`config.mk`:
```
export PLATFORM = sky130hd
export DESIGN_NAME = baud_rate_gen
export DESIGN_NICKNAME = d
export VERILOG_FILES = /design/src/rtl/baud_pkg.sv /design/src/rtl/baud_frac_accum.sv /design/src/rtl/baud_rate_gen.sv
export SDC_FILE = /design/constraint.sdc
export NUM_CORES = 1
export LEC_CHECK = 0
export BUFFER_PORTS_ARGS = -buffer_cell sky130_fd_sc_hd__clkbuf_2
export CORE_MARGIN = 10
export CORE_UTILIZATION = 45
export CTS_CLUSTER_DIAMETER = 30
export DETAILED_ROUTE_END_ITERATION = 8
export MAX_ROUTING_LAYER = met4
export SLEW_MARGIN = 20
export SYNTH_ARGS = -nofsm -noshare
export SYNTH_HDL_FRONTEND = slang
export SYNTH_HIERARCHICAL = 1
export SYNTH_SLANG_ARGS = --single-unit
```
`constraint.sdc`:
```
create_clock -name clock -period 4.8 [get_ports clock]
set_input_delay 0.24 -clock clock [delete_from_list [all_inputs] [get_ports clock]]
set_output_delay 0.24 -clock clock [all_outputs]
set_load 0.02 [all_outputs]
```
`src/rtl/baud_pkg.sv`:
```
// Shared constants for the fractional baud tick generator.
package baud_pkg;

  localparam int DEFAULT_DIV_W      = 16;
  localparam int DEFAULT_FRAC_W     = 8;
  localparam int DEFAULT_OVERSAMPLE = 16;
  localparam int DEFAULT_DIV_INT    = 325;
  localparam int DEFAULT_DIV_FRAC   = 133;
  localparam int PHASE_W            = $clog2(DEFAULT_OVERSAMPLE);
  localparam int MIN_DIV            = 2;

  // Where the next active divisor comes from when an apply point is reached.
  typedef enum logic [1:0] {
    APPLY_NONE   = 2'd0,
    APPLY_SHADOW = 2'd1,
    APPLY_DIRECT = 2'd2
  } apply_src_e;

endpackage

```
`src/rtl/baud_frac_accum.sv`:
```
// Fractional phase accumulator: adds frac on every step and exposes the carry
// as a one-cycle period extension for the following oversample period.
module baud_frac_accum
  import baud_pkg::*;
#(
  parameter int FRAC_W = DEFAULT_FRAC_W
) (
  input  logic              clock,
  input  logic              reset,
  input  logic              clear,
  input  logic              step,
  input  logic [FRAC_W-1:0] frac,
  output logic              extra
);

  logic [FRAC_W-1:0] r_acc;
  logic              r_extra;
  logic [FRAC_W:0]   w_sum;

  assign w_sum = {1'b0, r_acc} + {1'b0, frac};

  // clear outranks step so a divisor change starts from zero phase error
  always_ff @(posedge clock) begin
    if (reset || clear) begin
      r_acc   <= '0;
      r_extra <= 1'b0;
    end else if (step) begin
      r_acc   <= w_sum[FRAC_W-1:0];
      r_extra <= w_sum[FRAC_W];
    end
  end

  assign extra = r_extra;

endmodule

```
`src/rtl/baud_rate_gen.sv`:
```
// Fractional baud tick generator: oversample, mid-bit and bit-boundary ticks,
// with shadowed divisor updates applied only at bit boundaries, idle or resync.
module baud_rate_gen
  import baud_pkg::*;
#(
  parameter int DIV_W            = DEFAULT_DIV_W,
  parameter int FRAC_W           = DEFAULT_FRAC_W,
  parameter int OVERSAMPLE       = DEFAULT_OVERSAMPLE,
  parameter int DEFAULT_DIV_INT  = baud_pkg::DEFAULT_DIV_INT,
  parameter int DEFAULT_DIV_FRAC = baud_pkg::DEFAULT_DIV_FRAC
) (
  input  logic                          clock,
  input  logic                          reset,
  input  logic                          enable,
  input  logic                          resync,
  input  logic                          div_load,
  input  logic [DIV_W-1:0]              div_int_in,
  input  logic [FRAC_W-1:0]             div_frac_in,
  output logic                          os_tick,
  output logic                          mid_tick,
  output logic                          bit_tick,
  output logic [$clog2(OVERSAMPLE)-1:0] os_phase,
  output logic                          load_pending
);

  localparam int LP_PHASE_W = (OVERSAMPLE == DEFAULT_OVERSAMPLE) ? PHASE_W
                                                                 : $clog2(OVERSAMPLE);
  localparam logic [LP_PHASE_W-1:0] LP_MID_PHASE  = LP_PHASE_W'(OVERSAMPLE / 2 - 1);
  localparam logic [LP_PHASE_W-1:0] LP_LAST_PHASE = LP_PHASE_W'(OVERSAMPLE - 1);
  localparam logic [DIV_W-1:0]      LP_MIN_DIV    = DIV_W'(MIN_DIV);
  localparam logic [DIV_W-1:0]      LP_RST_INT    = DIV_W'(DEFAULT_DIV_INT);
  localparam logic [FRAC_W-1:0]     LP_RST_FRAC   = FRAC_W'(DEFAULT_DIV_FRAC);

  logic [DIV_W:0]          r_cnt;
  logic [LP_PHASE_W-1:0]   r_phase;
  logic                    r_os_tick;
  logic                    r_mid_tick;
  logic                    r_bit_tick;
  logic [DIV_W-1:0]        r_div_int;
  logic [FRAC_W-1:0]       r_div_frac;
  logic [DIV_W-1:0]        r_shd_int;
  logic [FRAC_W-1:0]       r_shd_frac;
  logic                    r_pending;

  logic [DIV_W-1:0]        w_div_in_clamped;
  logic                    w_extra;
  logic [DIV_W:0]          w_term;
  logic                    w_wrap;
  logic                    w_bit_point;
  logic                    w_apply_point;
  apply_src_e              w_apply_src;
  logic                    w_apply;
  logic [DIV_W-1:0]        w_new_int;
  logic [FRAC_W-1:0]       w_new_frac;
  logic                    w_acc_clear;
  logic                    w_acc_step;

  assign w_div_in_clamped = (div_int_in < LP_MIN_DIV) ? LP_MIN_DIV : div_int_in;

  // One extra bit keeps div_int - 1 + extra from wrapping.
  assign w_term = {1'b0, r_div_int} - (DIV_W + 1)'(1) + {{DIV_W{1'b0}}, w_extra};

  assign w_wrap        = enable && (r_cnt == w_term);
  assign w_bit_point   = w_wrap && (r_phase == LP_LAST_PHASE);
  assign w_apply_point = resync || !enable || w_bit_point;

  // A load landing on an apply point bypasses the shadow entirely.
  always_comb begin
    w_apply_src = APPLY_NONE;
    w_new_int   = r_shd_int;
    w_new_frac  = r_shd_frac;
    if (w_apply_point) begin
      if (div_load) begin
        w_apply_src = APPLY_DIRECT;
        w_new_int   = w_div_in_clamped;
        w_new_frac  = div_frac_in;
      end else if (r_pending) begin
        w_apply_src = APPLY_SHADOW;
      end
    end
  end

  assign w_apply     = (w_apply_src != APPLY_NONE);
  assign w_acc_clear = resync || w_apply;
  assign w_acc_step  = w_wrap && !resync;

  baud_frac_accum #(
    .FRAC_W (FRAC_W)
  ) u_frac_accum (
    .clock (clock),
    .reset (reset),
    .clear (w_acc_clear),
    .step  (w_acc_step),
    .frac  (r_div_frac),
    .extra (w_extra)
  );

  always_ff @(posedge clock) begin
    if (reset) begin
      r_div_int  <= LP_RST_INT;
      r_div_frac <= LP_RST_FRAC;
      r_shd_int  <= LP_RST_INT;
      r_shd_frac <= LP_RST_FRAC;
      r_pending  <= 1'b0;
    end else begin
      if (div_load) begin
        r_shd_int  <= w_div_in_clamped;
        r_shd_frac <= div_frac_in;
      end
      if (w_apply) begin
        r_div_int  <= w_new_int;
        r_div_frac <= w_new_frac;
        r_pending  <= 1'b0;
      end else if (div_load) begin
        r_pending  <= 1'b1;
      end
    end
  end

  // Ticks are decoded from the phase before it advances.
  always_ff @(posedge clock) begin
    if (reset || resync) begin
      r_cnt      <= '0;
      r_phase    <= '0;
      r_os_tick  <= 1'b0;
      r_mid_tick <= 1'b0;
      r_bit_tick <= 1'b0;
    end else if (!enable) begin
      r_os_tick  <= 1'b0;
      r_mid_tick <= 1'b0;
      r_bit_tick <= 1'b0;
    end else if (w_wrap) begin
      r_cnt      <= '0;
      r_phase    <= r_phase + LP_PHASE_W'(1);
      r_os_tick  <= 1'b1;
      r_mid_tick <= (r_phase == LP_MID_PHASE);
      r_bit_tick <= (r_phase == LP_LAST_PHASE);
    end else begin
      r_cnt      <= r_cnt + (DIV_W + 1)'(1);
      r_os_tick  <= 1'b0;
      r_mid_tick <= 1'b0;
      r_bit_tick <= 1'b0;
    end
  end

  assign os_tick      = r_os_tick;
  assign mid_tick     = r_mid_tick;
  assign bit_tick     = r_bit_tick;
  assign os_phase     = r_phase;
  assign load_pending = r_pending;

endmodule

```
==> impl_metrics.json <==
{
  "antenna_found_initial": 0,
  "crit_path_end_kind": "flip-flop",
  "rsz0062_at_grt": "false",
  "maxCapViolations": 0,
  "cp.required_ns": 5.06,
  "r2r_start": "r_div_int[0]",
  "synth-edff-count": 0,
  "ys.flop_type": "dfxtp_1",
  "first_iter_violations": 182,
  "synth_cells": 462,
  "ant_nets": 0,
  "tns_ns": 0,
  "status": "finished, final reports clean",
  "hold_viol": 0,
  "yosysSeqAreaShare": 0.378,
  "start_util": 0.465,
  "drtPass1Iterations": 4,
  "power.density_nw_per_um2": 304,
  "cp_max_fo": 24,
  "hold_class": "in -> reg",
  "ios": 37,
  "drc": 0,
  "holdWs_ns": 0.100,
  "post-route-util": 0.515,
  "overflow": 0,
  "relSlewSlack": 0.341,
  "avgSynthCellArea_um2": 9.39,
  "die_x_um": 118,
  "irDropWorstVdd_mv": 0.219,
  "grtUsageTotal": 0.137,
  "diodes": 0,
  "worst_slew_pin_slew_ns": 0.989,
  "worstSetupPathType": "reg -> reg",
  "vias": 3275,
  "rows": 35,
  "htreeDepth": 3,
  "area_delta_synth_final_pct": 10.7,
  "r2r_slack_ns": 1.23,
  "r2r-end": "r_div_int[15]",
  "endpoint": "r_div_int[15]",
  "cts_tree": "yes",
  "synthArstFlopShare": 0,
  "clkTransAtPathRegs_ns": 0.10,
  "cts_buffers": 9,
  "numPortBuffers": 36,
  "core_um2": 9330,
  "cts_resized": 0,
  "cp.arrival_ns": 3.83,
  "ys_warn_count": 6,
  "place_congestion": 0.856,
  "wl_per_cell_um": 14.8,
  "grt_first_pass_wirelength_um": 15700,
  "ys_types": 61,
  "clock_skew_ns": 0.0143,
  "dp_hpwl_um": 6640,
  "drive_gt1_frac": 0.202,
  "ys_ff_latch": 82,
  "routed_wl_um": 9180,
  "grt_pass1_vias": 3258,
  "cts.sinks": 82,
  "r2r_cells": 12,
  "leakage_uw": 0.00194,
  "syn-num-nets": 504,
  "die_y_um": 118,
  "fin_crit_ns": 3.57,
  "total_power_uw": 1460,
  "start_kind": "flip-flop",
  "die_area_um2": 14000,
  "grt_max_degree": 52,
  "ctsLongestPathBuffers": 2,
  "slew_violations": 0,
  "hold_depth": 2,
  "cts_hold_buffers": 0,
  "syn_area_um2": 4340,
  "insertion_delay_ns": 0.36,
  "fin_crit_sh": 0.743,
  "setup_viol": 0,
  "final_nets": 527,
  "critPathLaunch": "r_div_int[0]",
  "cts_setup_buffers": 0,
  "root_buffer": "clkbuf_8",
  "fmax_mhz": 280,
  "viasPerCell": 5.29
}
==> cells in the final DEF, fill, tap and decap left out, types with 8 or more instances in the layout <==
| cell | netlist | final |
|---|---|---|
| a211o_1 | 8 | 8 |
| dfxtp_1 | 82 | 82 |
| xor2_1 | 18 | 18 |
| nand2_1 | 17 | 17 |
| ha_1 | 12 | 12 |
| xnor2_1 | 14 | 14 |
| nor2b_1 | 24 | 24 |
| nand3_1 | 13 | 13 |
| o21ai_0 | 12 | 12 |
| a21oi_1 | 10 | 10 |
| nor2_1 | 61 | 61 |
| nor4_1 | 10 | 10 |
| clkbuf_2 | 1 | 36 |
| mux2_4 | 20 | 20 |
| inv_1 | 8 | 8 |
| or2_2 | 9 | 9 |
| clkbuf_8 | 0 | 9 |
| mux2i_1 | 23 | 23 |
==> routing by layer <==
| metal | global-route usage | up-vias | routed length (um) |
|---|---|---|---|
| li1 | - | 1686 | - |
| met1 | 0.180 | 1521 | 4760 |
| met2 | 0.199 | 59 | 3970 |
| met3 | 0.0366 | 9 | 341 |
| met4 | 0.0471 | 0 | 105 |
| met5 | - | - | 0 |
==> critical path: stages (launching register included) <==
cell and delay [ns]:
dfxtp_1 0.32, inv_1 0.05, ha_1 0.19, ha_1 0.22
nor3b_2 0.47, or4bb_1 0.55, a21boi_2 0.13, nor4_1 0.08
nor4_2 0.30, nand3_2 0.16, a31oi_4 0.19, buf_4 0.41
mux2_2 0.38
==> synth_stat cells (all sizes together), types with 2 or more instances <==
master / number / area share
nor4b: 5 / 0.017
nor2b: 24 / 0.035
nor3: 7 / 0.0081
clkbuf: 16 / 0.014
a211o: 8 / 0.016
nor3b: 6 / 0.012
or2: 10 / 0.014
xor2: 18 / 0.036
or4: 4 / 0.0078
nand2b: 6 / 0.0087
o21ai: 14 / 0.016
a31oi: 3 / 0.0078
a21o: 2 / 0.0035
a21oi: 11 / 0.014
ha: 12 / 0.035
mux2i: 23 / 0.053
nand4: 7 / 0.010
buf: 10 / 0.014
nand3b: 4 / 0.0069
nand3: 14 / 0.017
nor4: 11 / 0.017
o211a: 2 / 0.0046
o21a: 3 / 0.0052
nor2: 62 / 0.054
and3: 6 / 0.0089
and4: 2 / 0.0040
xnor2: 14 / 0.028
inv: 8 / 0.0069
or3: 7 / 0.010
mux2: 24 / 0.080
and2: 2 / 0.0029
a211oi: 6 / 0.012
nand2: 17 / 0.015
dfxtp: 82 / 0.38
o31ai: 2 / 0.0035
==> worst min path at each step <==
stage	start	to	slack [ns]
after floorplan	div_frac_in[7]	r_shd_frac[7]	0.38
after global placement	u_frac_accum/r_acc[3]	u_frac_accum/r_acc[3]	0.46
after detailed placement	u_frac_accum/r_acc[3]	u_frac_accum/r_acc[3]	0.47
after CTS	div_frac_in[0]	r_shd_frac[0]	0.08
after global routing	div_frac_in[2]	r_shd_frac[2]	0.10
final	div_frac_in[0]	r_shd_frac[0]	0.10
==> state kept, by name, summed over array words and instances, names as in the netlist, 4 cells and up <==
signal              count
r_cnt                  17
r_div_int              16
r_shd_int              16
r_div_frac              8
r_shd_frac              8
u_frac_accum/r_acc      8
os_phase                4
==> where the power goes <==
part           switching, uW  internal (uW)
registers               21.7            706
logic                   77.2           72.9
clock network            281            303
total                    379           1080
==> cells by family after synthesis <==
logic type | Yosys count | share of synthesized area
simple gates | 196 | 0.253
flops | 82 | 0.378
compound gates | 58 | 0.0969
mux | 47 | 0.133
buf+inv | 34 | 0.0349
xor+xnor | 32 | 0.0646
fa+ha+maj | 13 | 0.0392
==> stage by stage <==
stage | instance area, um2 | instances | setup WS, ns
finish | 4800 | 619 | 1.23
global route | 4800 | 619 | 0.843
CTS | 4800 | 619 | 1.24
detailed placement | 4570 | 603 | 1.25
global placement | 4570 | 603 | 1.34
floorplan | 4340 | 462 | 1.69
==> layout make-up <==
type	count	area, um2
Inverter	8	30.0
Timing Repair Buffer	38	195
Clock buffer	9	124
Tap cell	129	161
Sequential cell	82	1640
Fill cell	872	4520
Clock inverter	7	106
Multi-Input combinational cell	346	2550
No activity file was read; power rests on OpenSTA's default activity.
